===== src/rtl/render_scan_gen.sv =====
// Raster pixel-walk generator: one frame walk per synchronized clk60 tick, gated by update_busy.
// Optional interlaced field scanning is enabled by defining RENDER_SCAN_INTERLACE_EN.
module render_scan_gen #(
    parameter int H_ACTIVE = 640,
    parameter int V_ACTIVE = 480,
    parameter int ADDR_W   = 19
) (
    input  logic              clk25M,
    input  logic              reset,
    input  logic              clk60,
    input  logic              update_busy,
    input  logic              hold,
    output logic [9:0]        whpos,
    output logic [9:0]        wvpos,
    output logic [ADDR_W-1:0] write_vramA,
    output logic              write_ENA,
    output logic              scanning,
    output logic              frame_done,
    output logic [7:0]        overrun_cnt
);

    typedef enum logic [1:0] {
        ST_IDLE = 2'd0,
        ST_ARM  = 2'd1,
        ST_SCAN = 2'd2,
        ST_DONE = 2'd3
    } state_t;

    localparam logic [9:0] H_LAST = 10'(H_ACTIVE - 1);

    state_t            state_q, state_d;
    logic              sync1_q, sync2_q, sync3_q;
    logic              tick_s;
    logic [9:0]        h_q, h_d, v_q, v_d;
    logic [ADDR_W-1:0] addr_q, addr_d;
    logic [9:0]        whpos_q, whpos_d, wvpos_q, wvpos_d;
    logic [ADDR_W-1:0] vram_a_q, vram_a_d;
    logic              ena_q, ena_d;
    logic              scanning_q, scanning_d;
    logic              done_q, done_d;
    logic [7:0]        ovr_q, ovr_d;

    logic [9:0]        first_row_s, row_step_s, v_last_s;
    logic [ADDR_W-1:0] first_addr_s, wrap_step_s;

`ifdef RENDER_SCAN_INTERLACE_EN
    logic field_q, field_d;

    // A field scans every other row; the wrap step skips the row of the other field.
    assign first_row_s  = {9'd0, field_q};
    assign first_addr_s = field_q ? ADDR_W'(H_ACTIVE) : {ADDR_W{1'b0}};
    assign row_step_s   = 10'd2;
    assign wrap_step_s  = ADDR_W'(H_ACTIVE + 1);
    assign v_last_s     = 10'(V_ACTIVE - 2) + {9'd0, field_q};
    assign field_d      = (state_q == ST_DONE) ? ~field_q : field_q;
`else
    assign first_row_s  = 10'd0;
    assign first_addr_s = {ADDR_W{1'b0}};
    assign row_step_s   = 10'd1;
    assign wrap_step_s  = ADDR_W'(1);
    assign v_last_s     = 10'(V_ACTIVE - 1);
`endif

    assign tick_s = sync2_q & ~sync3_q;

    // Next-state, walk counters and registered-output values.
    always_comb begin
        state_d  = state_q;
        h_d      = h_q;
        v_d      = v_q;
        addr_d   = addr_q;
        whpos_d  = whpos_q;
        wvpos_d  = wvpos_q;
        vram_a_d = vram_a_q;
        ena_d    = 1'b0;
        done_d   = 1'b0;
        case (state_q)
            ST_IDLE: begin
                if (tick_s) begin
                    state_d = ST_ARM;
                end else begin
                    state_d = ST_IDLE;
                end
            end
            ST_ARM: begin
                if (!update_busy) begin
                    h_d     = 10'd0;
                    v_d     = first_row_s;
                    addr_d  = first_addr_s;
                    state_d = ST_SCAN;
                end else begin
                    state_d = ST_ARM;
                end
            end
            ST_SCAN: begin
                if (!hold) begin
                    whpos_d  = h_q;
                    wvpos_d  = v_q;
                    vram_a_d = addr_q;
                    ena_d    = 1'b1;
                    if (h_q == H_LAST) begin
                        h_d    = 10'd0;
                        v_d    = v_q + row_step_s;
                        addr_d = addr_q + wrap_step_s;
                        if (v_q == v_last_s) begin
                            state_d = ST_DONE;
                        end else begin
                            state_d = ST_SCAN;
                        end
                    end else begin
                        h_d    = h_q + 10'd1;
                        addr_d = addr_q + ADDR_W'(1);
                    end
                end else begin
                    ena_d = 1'b0;
                end
            end
            ST_DONE: begin
                done_d  = 1'b1;
                state_d = ST_IDLE;
            end
            default: begin
                state_d = ST_IDLE;
            end
        endcase

        // Ticks outside IDLE are dropped but counted, saturating.
        if (tick_s && (state_q != ST_IDLE) && (ovr_q != 8'hFF)) begin
            ovr_d = ovr_q + 8'd1;
        end else begin
            ovr_d = ovr_q;
        end

        scanning_d = (state_d == ST_ARM) || (state_d == ST_SCAN);
    end

    // All state, synchronizer and output registers.
    always_ff @(posedge clk25M) begin
        if (reset) begin
            state_q    <= ST_IDLE;
            sync1_q    <= 1'b0;
            sync2_q    <= 1'b0;
            sync3_q    <= 1'b0;
            h_q        <= 10'd0;
            v_q        <= 10'd0;
            addr_q     <= {ADDR_W{1'b0}};
            whpos_q    <= 10'd0;
            wvpos_q    <= 10'd0;
            vram_a_q   <= {ADDR_W{1'b0}};
            ena_q      <= 1'b0;
            scanning_q <= 1'b0;
            done_q     <= 1'b0;
            ovr_q      <= 8'd0;
`ifdef RENDER_SCAN_INTERLACE_EN
            field_q    <= 1'b0;
`endif
        end else begin
            state_q    <= state_d;
            sync1_q    <= clk60;
            sync2_q    <= sync1_q;
            sync3_q    <= sync2_q;
            h_q        <= h_d;
            v_q        <= v_d;
            addr_q     <= addr_d;
            whpos_q    <= whpos_d;
            wvpos_q    <= wvpos_d;
            vram_a_q   <= vram_a_d;
            ena_q      <= ena_d;
            scanning_q <= scanning_d;
            done_q     <= done_d;
            ovr_q      <= ovr_d;
`ifdef RENDER_SCAN_INTERLACE_EN
            field_q    <= field_d;
`endif
        end
    end

    assign whpos       = whpos_q;
    assign wvpos       = wvpos_q;
    assign write_vramA = vram_a_q;
    assign write_ENA   = ena_q;
    assign scanning    = scanning_q;
    assign frame_done  = done_q;
    assign overrun_cnt = ovr_q;

endmodule

===== config.mk =====
export PLATFORM = sky130hd
export DESIGN_NAME = render_scan_gen
export DESIGN_NICKNAME = d
export VERILOG_FILES = /design/src/rtl/render_scan_gen.sv
export SDC_FILE = /design/constraint.sdc
export NUM_CORES = 1
export LEC_CHECK = 0
export BUFFER_PORTS_ARGS = -buffer_cell sky130_fd_sc_hd__buf_2
export CORE_MARGIN = 3
export CORE_UTILIZATION = 55
export CTS_BUF_LIST = sky130_fd_sc_hd__clkbuf_8 sky130_fd_sc_hd__clkbuf_16
export CTS_CLUSTER_DIAMETER = 120
export DETAILED_ROUTE_END_ITERATION = 6
export PLACE_DENSITY_LB_ADDON = 0.1
export SLEW_MARGIN = 20
export SYNTH_ARGS = -nofsm -noshare
export SYNTH_HDL_FRONTEND = slang
export SYNTH_SLANG_ARGS = --single-unit

===== constraint.sdc =====
create_clock -name clk25M -period 2.3 [get_ports clk25M]
set_input_delay 0.115 -clock clk25M [delete_from_list [all_inputs] [get_ports clk25M]]
set_output_delay 0.115 -clock clk25M [all_outputs]
set_load 0.03 [all_outputs]

==> results.txt <==
----------------------------------------------------
[Status]
  Status ... completed

[Route]
  DR DRC count ... 0
  Post-Route WL ... 8580 um
  Detail Route Antenna Nets ... 0
  Violation count after the first detailed-route iteration ... 108
  Via density per instance ... 5.64
  Router iterations before antenna repair ... 4
  Wire per inst ... 13.9 um
  Vias post-DR ... 3481

[Critical path]
  Critical Path End Type ... register
  Nature of the critical path startpoint ... register
  Worst-path maximum fanout ... 13
  Critical path data required time ... 2.59 ns
  Highest cell delay on the worst timing path ... 0.58 ns
  Cell at the slowest stage of the critical path ... sky130_fd_sc_hd__dfxtp_1
  Critical-path cell list ... nor3b_4, o211ai_1, or4_1, a21oi_1
  WS Path Type ... reg2reg
  Data arrival time at the worst-slack endpoint ... 2.22 ns

[Global route]
  Maximum number of pins on one net before global-route repair ... 65
  Leftover overflow at the end of global routing ... 0
  Wire length of the first global-routing pass ... 14700 um
  Via count of the first global-routing pass ... 3191
  Total routing resource utilization after global routing ... 21.1%
  Antenna violations before repair ... 0

[Clock network]
  # hold bufs at CTS ... 1
  Number of setup buffers added after CTS ... 0
  CTS-repair resized insts ... 0
  Clk pin slew, worst setup/hold paths ... 0.08 ns
  Number of levels the H-tree was split into ... 3
  Clock tree from TritonCTS ... done
  Clock tree sinks ... 94
  Later-pin clock latency in the skew report ... 0.36 ns
  Worst-case clock buffer depth ... 2
  Root cell of the clock tree ... sky130_fd_sc_hd__clkbuf_8
  CTS Buf Count ... 9

[Placed design]
  Detailed Place HPWL ... 5640 um
  Total of buffers placed on input and output ports ... 54
  Final estimated routing congestion in global placement ... 0.826
  DP Area ... 4350 sq um
  Placement-stage worst setup slack ... 0.413 ns

[Timing]
  RSZ-0062 raised after global routing ... no
  Final Hold Viols ... 0
  Final total negative setup slack ... 0 ns
  Achievable frequency ... 518 MHz
  Setup WS post-layout ... 0.371 ns
  Period Utilization, post-route ... 83.9%
  Total of endpoints with negative setup slack in the final report ... 0
  Final Max Tran Viols ... 0
  Relative max-transition margin ... 56.1%
  Slew at the pin closest to its max-slew limit ... 0.658 ns
  Setup skew after layout ... 0.0135 ns
  Shortest clock period the worst path allows after layout ... 1.93 ns

[Cells and area]
  # nets final ... 525
  Fraction of layout cells with a size suffix above 1 ... 16.7%
  Commonest non-fill, non-tap cell in the layout ... sky130_fd_sc_hd__nand2_1
  # fillers ... 630
  Multi-input logic area ... 1980 sq um
  Highest-count cells in the layout ignoring fill and taps ... sky130_fd_sc_hd__nand2_1 (101), sky130_fd_sc_hd__dfxtp_1 (94), sky130_fd_sc_hd__a21oi_1 (64)
  Number of antenna cells inserted ... 0
  Register area ... 1880 sq um
  Layout Cell Area excl Fill ... 4550 sq um
  Area added between synthesis and finish ... 13.1%

[Synth]
  Dominant combinational cell family by area after synthesis ... simple AND/OR/NAND/NOR gates
  Mean Syn Cell Area ... 8.56 sq um
  Sequential cell area fraction in the yosys report ... 46.8%
  Adder and majority gate portion of the synthesized area ... 1.24%
  Post-Synthesis Cells ... 470
  Synthesized net count ... 479
  Basic-gate share of the synthesized area counting and, or, nand and nor cells ... 24.7%
  EDFF count, synth ... 0
  Post-synth top flop ... sky130_fd_sc_hd__dfxtp_1
  Multiplexer area fraction after synthesis ... 1.31%
  Complex-gate fraction of the synthesized area ... 19.1%
  Warnings, synthesis ... 0
  Library cells used by synthesis ... 49
  Synthesized-area fraction occupied by xor and xnor cells ... 2.83%
  Flops & latches, synth ... 94
  Post-synth design cell area ... 4020 sq um
  Fraction of registers with async set or reset after synthesis ... 0%

[Flow run]
  Number of max-cap violations ... 0

[Power and ir drop]
  Leakage power ... 1.70 nW
  Power density over the cells ... 622 nW/um^2
  Design Power ... 2.83 mW
  Peak supply drop ... 410 uV

[Floorplanning]
  Effective utilization at floorplan ... 57.9%
  Area of the core ... 6940 sq um
  Number of placement rows ... 30
  Total Die Area ... 8380 sq um
  Vertical die dimension ... 91.5 um
  Number of primary I/O pins ... 55
  Width of the die ... 91.5 um

[Worst hold path]
  HP Class ... in2reg

----------------------------------------------------
## through the flow
step	hold WS, ns	cells	util [%]
2_1_floorplan	0.243	470	-
3_3_place_gp	0.323	600	62.6
3_5_place_dp	0.331	600	62.6
4_1_cts	0.145	617	65.5
5_1_grt	0.173	617	65.5
6_report	0.154	617	65.5
## layer usage
| layer | global-route usage [%] | share of wire [%] |
|---|---|---|
| met1 | 28.2 | 48 |
| met4 | 8.92 | 1.6 |
| met3 | 2.90 | 3.7 |
| met2 | 34.0 | 47 |
| met5 | 0 | 0 |
## registers in the layout (all words and copies together), names as in the netlist
name	count
addr_q	19
write_vramA	19
h_q	10
v_q	10
whpos	10
wvpos	10
overrun_cnt	8
state_q	2
frame_done	1
scanning	1
sync1_q	1
sync2_q	1
sync3_q	1
write_ENA	1
## critical path: cells and delay by family (launching register included)
kind            cells  cell delay [ns]
simple gates        2             0.95
flops               1             0.58
compound gates      2             0.34
## cells by family (layout without fill, tap and decap cells)
group | after synthesis | after routing
fa+ha+maj | 4 | 4
mux | 5 | 5
xor+xnor | 13 | 13
simple gates | 201 | 201
compound gates | 119 | 119
flops | 94 | 94
buf+inv | 34 | 85
## path summary, 6_finish.rpt
check / start / end / slack, ns / cells past startpoint
worst max register to register: state_q[0]$_SDFF_PP0_ / addr_q[18]$_SDFFE_PP0P_ / 0.37 / 4
worst min register to register: sync1_q$_SDFF_PP0_ / sync2_q$_SDFF_PP0_ / 0.45 / 1
worst max-delay path: state_q[0]$_SDFF_PP0_ / addr_q[18]$_SDFFE_PP0P_ / 0.37 / 4
worst min-delay path: update_busy / state_q[0]$_SDFF_PP0_ / 0.15 / 4
## layout make-up
cell class,instances,share of cell area [%]
clock buffers,9,2.72
flip-flops and latches,94,41.4
multi-input cells,342,43.5
repair buffers,64,7.92
inverters,5,0.413
well taps,96,2.64
clock inverters,7,1.49
## power by group
| part | internal [mW] | total, mW | switching, mW |
|---|---|---|---|
| registers | 1.63 | 1.65 | 0.0107 |
| clock network | 0.495 | 1.06 | 0.570 |
| logic | 0.0345 | 0.119 | 0.0844 |
## synthesized netlist by cell type (all sizes together) (2+ instances only)
cell type  count  share of area [%]
mux2i          3               0.75
clkbuf        16                1.5
nor2          25                2.5
o2111ai       13                2.8
o211ai         6                1.1
nand2        101                9.4
a211oi         2               0.50
mux2           2               0.56
or3b           3               0.72
nand3         14                1.7
a21oi         64                8.0
or4            5               0.93
a2111o         7                2.0
buf           13                2.1
o31ai          3               0.56
dfxtp         94                 47
ha             4                1.2
nand4          8                1.4
and2           3               0.47
xnor2          3               0.65
a31oi          2               0.31
nand2b         3               0.47
xor2          10                2.2
nor3           4               0.50
o41ai          2               0.44
inv            5               0.47
nor3b          3                1.1
nor2b          7                1.1
o21ai         15                1.9
and3           8                1.2
or3            9                1.4
and4           5                1.1
Power figures use the tool's default switching activity.
